$ cat src/rtl/sym_vn_lut_in.sv
// Write-side loader for the symmetric VN LUT rank memory: pairs a stream of
// LUT entries into bank0/bank1 words and drives one write-port cycle per page.
module sym_vn_lut_in #(
    parameter int PAGE_NUM    = 64,
    parameter int QUAN_SIZE   = 4,
    parameter int PAGE_ADDR_W = 6
) (
    input  logic                   write_clk,
    input  logic                   rstn,
    input  logic                   load_start,
    input  logic                   load_offset,
    input  logic                   load_abort,
    input  logic [QUAN_SIZE-1:0]   din,
    input  logic                   din_valid,
    output logic                   din_ready,
    output logic [QUAN_SIZE-1:0]   lut_in_bank0,
    output logic [QUAN_SIZE-1:0]   lut_in_bank1,
    output logic [PAGE_ADDR_W-1:0] page_write_addr,
    output logic                   write_addr_offset,
    output logic                   we,
    output logic                   load_busy,
    output logic                   load_done
);

    typedef enum logic [2:0] {IDLE, FILL0, FILL1, WR, DONE} state_e;

    localparam logic [PAGE_ADDR_W-1:0] LAST_PAGE = PAGE_ADDR_W'(PAGE_NUM - 1);

    state_e                 state_q, state_d;
    logic [PAGE_ADDR_W-1:0] page_cnt_q, page_cnt_d;
    logic [QUAN_SIZE-1:0]   hold_q;
    logic [QUAN_SIZE-1:0]   bank0_q, bank1_q;
    logic [PAGE_ADDR_W-1:0] addr_q;
    logic                   off_q;

    always_ff @(posedge write_clk or negedge rstn) begin
        if (!rstn) begin
            state_q    <= IDLE;
            page_cnt_q <= '0;
        end else begin
            state_q    <= state_d;
            page_cnt_q <= page_cnt_d;
        end
    end

    // Abort has priority over every handshake and over a same-cycle start.
    always_comb begin
        state_d    = state_q;
        page_cnt_d = page_cnt_q;
        case (state_q)
            IDLE: begin
                if (load_start && !load_abort) begin
                    state_d    = FILL0;
                    page_cnt_d = '0;
                end
            end
            FILL0: begin
                if (load_abort)     state_d = IDLE;
                else if (din_valid) state_d = FILL1;
            end
            FILL1: begin
                if (load_abort)     state_d = IDLE;
                else if (din_valid) state_d = WR;
            end
            WR: begin
                if (load_abort) begin
                    state_d = IDLE;
                end else if (page_cnt_q == LAST_PAGE) begin
                    state_d = DONE;
                end else begin
                    state_d    = FILL0;
                    page_cnt_d = page_cnt_q + PAGE_ADDR_W'(1);
                end
            end
            DONE:    state_d = IDLE;
            default: state_d = IDLE;
        endcase
    end

    // Handshake-facing outputs decode registered state only.
    always_comb begin
        din_ready = (state_q == FILL0) || (state_q == FILL1);
        we        = (state_q == WR);
        load_busy = (state_q != IDLE);
        load_done = (state_q == DONE);
    end

    always_ff @(posedge write_clk or negedge rstn) begin
        if (!rstn) begin
            hold_q  <= '0;
            bank0_q <= '0;
            bank1_q <= '0;
            addr_q  <= '0;
            off_q   <= 1'b0;
        end else begin
            if (state_q == IDLE && load_start && !load_abort)
                off_q <= load_offset;
            if (state_q == FILL0 && din_valid && !load_abort)
                hold_q <= din;
            if (state_q == FILL1 && din_valid && !load_abort) begin
                bank0_q <= hold_q;
                bank1_q <= din;
                addr_q  <= page_cnt_q;
            end
        end
    end

    assign lut_in_bank0      = bank0_q;
    assign lut_in_bank1      = bank1_q;
    assign page_write_addr   = addr_q;
    assign write_addr_offset = off_q;

endmodule

$ cat config.mk
export PLATFORM = sky130hd
export DESIGN_NAME = sym_vn_lut_in
export DESIGN_NICKNAME = d
export VERILOG_FILES = /design/src/rtl/sym_vn_lut_in.sv
export SDC_FILE = /design/constraint.sdc
export NUM_CORES = 1
export LEC_CHECK = 0
export BUFFER_PORTS_ARGS = -buffer_cell sky130_fd_sc_hd__buf_4
export CAP_MARGIN = 20
export CORE_ASPECT_RATIO = 1.4
export CORE_MARGIN = 2
export CORE_UTILIZATION = 35
export CTS_CLUSTER_DIAMETER = 40
export DETAILED_ROUTE_END_ITERATION = 8
export PLACE_DENSITY = 0.63
export REMOVE_ABC_BUFFERS = 1
export SLEW_MARGIN = 20
export SYNTH_ARGS = -nofsm -noshare
export SYNTH_HDL_FRONTEND = slang
export SYNTH_SLANG_ARGS = --single-unit
$ cat constraint.sdc
create_clock -name write_clk -period 1.5 [get_ports write_clk]
set_input_delay 0.3 -clock write_clk [delete_from_list [all_inputs] [get_ports write_clk]]
set_output_delay 0.3 -clock write_clk [all_outputs]
set_load 0.02 [all_outputs]
Word-level counts from Yosys, hierarchy flattened
Cells that the tools add are included.
{"block": "classes", "n_addsub": 1, "n_eq_ne": 10, "mux": 12, "n_reduce_logical": 14}
{"cell": "$mux 3", "n": 7}
{"cell": "$mux 6", "n": 3}
{"cell": "$pmux 3 s4", "n": 1}
{"cell": "$pmux 6 s2", "n": 1}
{"cell": "$logic_and 1x1->1", "n": 7}
{"cell": "$add 6x1->6 const B", "n": 1}
{"cell": "$eq 3x2->1 const B", "n": 2}
{"cell": "$eq 6x6->1 const B", "n": 1}
{"cell": "$ne 2x2->1 const B", "n": 3}
{"cell": "$ne 3x3->1 const B", "n": 2}
{"cell": "$reduce_and 4->1", "n": 1}
{"cell": "$eq 3x1->1 const B", "n": 1}
{"cell": "$eq 3x3->1 const B", "n": 1}
{"cell": "$logic_not 3->1", "n": 1}
{"cell": "$reduce_and 3->1", "n": 1}
{"cell": "$reduce_bool 3->1", "n": 1}
{"cell": "$reduce_bool 2->1", "n": 1}
{"cell": "$logic_not 1->1", "n": 1}
{"cell": "$logic_or 1x1->1", "n": 1}
{"block": "word_totals", "register_bits": 28, "out_inout_bits": 19}

Longest topological paths before layout
{"block": "logic_depth", "ltp_word": 4, "depth_mapped": 4, "depth_no_buf": 3}

Least setup slack after synthesis
No wires, ideal clock.
{"block": "synth_timing", "path_kind": "register to output", "start": "reg state_q[1]", "end": "out load_done", "t_arrival_ns": 1.115, "t_required_ns": 1.200, "setup_slack_ns": 0.085, "stages_incl_launch_ff": 3, "path_buffers": 1, "path_cell_list": "dfrtp_1 clkbuf_2 nor3b_1"}
{"block": "synth_via", "elab_chain_len": 1}
{"element": "start, declared", "line": "29", "rtl": "state_e state_q, state_d;"}
{"element": "start signal, assigned", "line": "41", "rtl": "state_q <= state_d;"}
{"element": "$eq 3x3->1", "line": "85", "rtl": "load_done = (state_q == DONE);"}
{"element": "end, declared", "line": "22", "rtl": "output logic load_done"}
No other way between the ends.

Final worst setup path
{"block": "layout_timing", "start": "reg state_q[1]", "end": "out load_busy"}
{"block": "layout_via", "elab_chain_len": 1}
{"element": "$reduce_bool 3->1", "line": "84", "rtl": "load_busy = (state_q != IDLE);"}
{"element": "end, declared", "line": "21", "rtl": "output logic load_busy,"}
No other way between the ends.

==> results.toml <==
[status]
outcome = "finished, violations left"
violations_in_the_final_reports = "setup timing"

[die]
design.core.area_sq_um = 3680
io_pins = 29
die_w_um = 56.6
num_rows = 26
floorplan.initialDensity = 0.368
die_area_sq_um = 4390
die_height_um = 77.6

[logic_synthesis]
synth.cell_area_sq_um = 1350
synth-seq-cells = 28
synth-main-ff-cell = "sky130_fd_sc_hd__dfrtp_1"
synth_top_family_by_area = "multiplexers"
async_flop_share = 1.00
syn-instance-count = 98
multiplexer_share_of_the_synthesized_area = 0.215
synth-compound-area-share = 0.0813
ys_seq_area_frac = 0.518
synth-simple-area-share = 0.155
synthTopCellsByArea = "sky130_fd_sc_hd__dfrtp_1 (52%), sky130_fd_sc_hd__mux2_4 (11%), sky130_fd_sc_hd__mux2_2 (7.5%), sky130_fd_sc_hd__mux2i_1 (3.0%), sky130_fd_sc_hd__nand4b_4 (1.8%)"
synth_top_area_cell = "sky130_fd_sc_hd__dfrtp_1"
yosys.cell_count.top_type = "sky130_fd_sc_hd__dfrtp_1"
synth_enable_flop_cells = 0
synth_warnings = 0
synthDistinctLibCells = 36
synthXorXnorAreaFrac = 0
syn_area_per_cell_sq_um = 13.8
post-synth-top-area-fraction = 0.518
synth_fa_ha_area_frac = 0.00924
synth_common_cells = "sky130_fd_sc_hd__dfrtp_1 (28), sky130_fd_sc_hd__mux2_4 (10), sky130_fd_sc_hd__mux2_2 (9)"

[setup_path]
worst-endpoint-required_ns = 1.20
critical_path_arrival_ns = 1.32
critical_path.endpoint_type = "output port"
critPathKind = "reg2out"
worstSetupStartpointType = "flip-flop"
cp_max_fo = 7

[timing]
worst_slack_ns = -0.119
setup-violations-final = 6
timing.final.max_slew_violations = 0
layout_worst_path_cycle_share = 1.08
finalHoldViolations = 0
slew_headroom = 0.767
finalCriticalPeriod_ns = 1.62
max_freq_mhz = 618
timing.clock.skew_ns = 0.00141
rsz_0062_raised_after_global_routing = "true"
max_slew.worst_pin.slew_ns = 0.349
timing.setup.tns_ns = -0.402

[cts]
clock_path_buffers = 2
cts_max_level = 1
clock_insertion_delay_worst_skew_ns = 0.27
clkSlewWorstSetupHoldPaths_ns = 0.09
cts_tree = "done"
clkSinkCount = 28
cts_inserted_buffers = 3
root_cell_of_the_clock_tree = "sky130_fd_sc_hd__clkbuf_8"

[power_and_ir_drop]
ir_drop_uv = 846
cellPowerDensity_nw_per_um2 = 1130
static-leakage-power_nw = 0.921

[grt]
antenna_violations_before_repair = 0
grt_max_degree = 29
grt_first_pass_wirelength_um = 4820
track_usage = 0.140
via_count_of_the_first_global_routing_pass = 1023
grt.overflow.total = 0

[finish]
layout-drive-gt1-share = 0.597
layout.core_utilization = 0.518
antenna_cells = 0
seqCellArea_sq_um = 701
fillers = 342
layout.nets = 156
multi_input_gate_area_sq_um = 704
flow.area_growth_from_synthesis_pct = 40.8

[routing]
first_iter_violations = 20
average_wire_per_cell_in_the_routed_design_um = 15.7
route.vias.total = 990
first_pass_iters = 4
drc = 0
totalWireLength_um = 2920
antenna_violating_nets_post_route = 0
viasPerCell = 5.32

[flow_run]
cap_viol_max_count = 0

[placement]
port_buffers = 28
finalWeightedCongestion = 0.810
detailedPlacementHpwl_um = 1980

[hold_path]
hold_class = "in2reg"
-- critical path: stages (launching register included) --
cell and delay, ns:
sky130_fd_sc_hd__dfrtp_1 0.40, sky130_fd_sc_hd__buf_6 0.14, sky130_fd_sc_hd__or3_4 0.37, sky130_fd_sc_hd__buf_6 0.14
-- final timing paths --
path,cells past startpoint,from,slack (ns),end
worst max-delay path,3,state_q[1],-0.12,load_busy
worst min-delay path,2,load_offset,0.25,write_addr_offset
worst max register to register,4,state_q[0],-0.04,write_addr_offset
worst min register to register,1,hold_q[1],0.51,lut_in_bank0[1]
max in group asynchronous,2,rstn,0.78,lut_in_bank0[2]
min in group asynchronous,2,rstn,0.46,state_q[2]
-- metrics by stage --
| step | setup WS (ns) | cell area [sq um] | instances | power, mW | hold WS, ns |
|---|---|---|---|---|---|
| 6_report | -0.119 | 1910 | 186 | 2.15 | 0.254 |
| 3_3_place_gp | 0.0627 | 1630 | 170 | 1.49 | 0.234 |
| 2_1_floorplan | 0.0206 | 1330 | 94 | 1.26 | 0.00441 |
| 3_5_place_dp | 0.00595 | 1630 | 170 | 1.52 | 0.237 |
| 5_1_grt | -0.170 | 1910 | 186 | 2.26 | 0.244 |
| 4_1_cts | -0.130 | 1820 | 183 | 2.15 | 0.253 |
-- timing repair --
action / 4_1_cts / 5_1_grt
hold endpoints to repair: 28 / 0
setup endpoints to repair: 4 / 29
gates resized for setup: 10 / 10
hold buffers: 1 / 0
cloned: 1 / 0
pin swaps: 6 / 5
buffers inserted: 7 / 3
-- registers in the layout, indices dropped and copies added, names as in the netlist --
register and flops:
page_cnt_q 6, state_q 3, lut_in_bank0 4, hold_q 4, lut_in_bank1 4, write_addr_offset 1, page_write_addr 6
-- cell families after synthesis --
logic type      Yosys count
compound gates           15
mux                      23
fa+ha+maj                 1
simple gates             27
buf+inv                   4
flops                    28
-- where the power goes --
part	leakage (nW)	switching, mW	internal, mW	total, mW
logic	0.515	0.272	0.335	0.607
clock network	0.0357	0.229	0.357	0.586
registers	0.370	0.0725	0.880	0.952
total	0.921	0.573	1.57	2.15
-- layer usage --
layer / GRT usage / wire [um] / vias up
met5: 0 / 0 / -
met3: 0.0233 / 96 / 4
met1: 0.169 / 1180 / 509
met4: 0.0643 / 42 / 0
li1: - / - / 457
met2: 0.240 / 1590 / 20
-- placed cells by master, fill, tap and decap left out, types with 2 or more instances in the layout --
cell,count
sky130_fd_sc_hd__nand2_1,3
sky130_fd_sc_hd__a41oi_2,2
sky130_fd_sc_hd__mux2i_1,4
sky130_fd_sc_hd__o21ai_0,4
sky130_fd_sc_hd__clkbuf_8,3
sky130_fd_sc_hd__nor2_4,2
sky130_fd_sc_hd__mux2_4,11
sky130_fd_sc_hd__nor2b_1,2
sky130_fd_sc_hd__nor2_1,2
sky130_fd_sc_hd__dfrtp_1,28
sky130_fd_sc_hd__buf_4,38
sky130_fd_sc_hd__buf_6,5
sky130_fd_sc_hd__nor3b_2,2
sky130_fd_sc_hd__a21oi_2,2
sky130_fd_sc_hd__mux2_2,8
sky130_fd_sc_hd__a211oi_2,2
-- layout make-up --
type                    instances  share of cell area
multi-input cells              66               0.370
well taps                      42              0.0276
repair buffers                 46               0.198
flip-flops and latches         28               0.368
clock buffers                   3              0.0217
clock inverters                 1              0.0158
No activity file was read; power rests on OpenSTA's default activity.
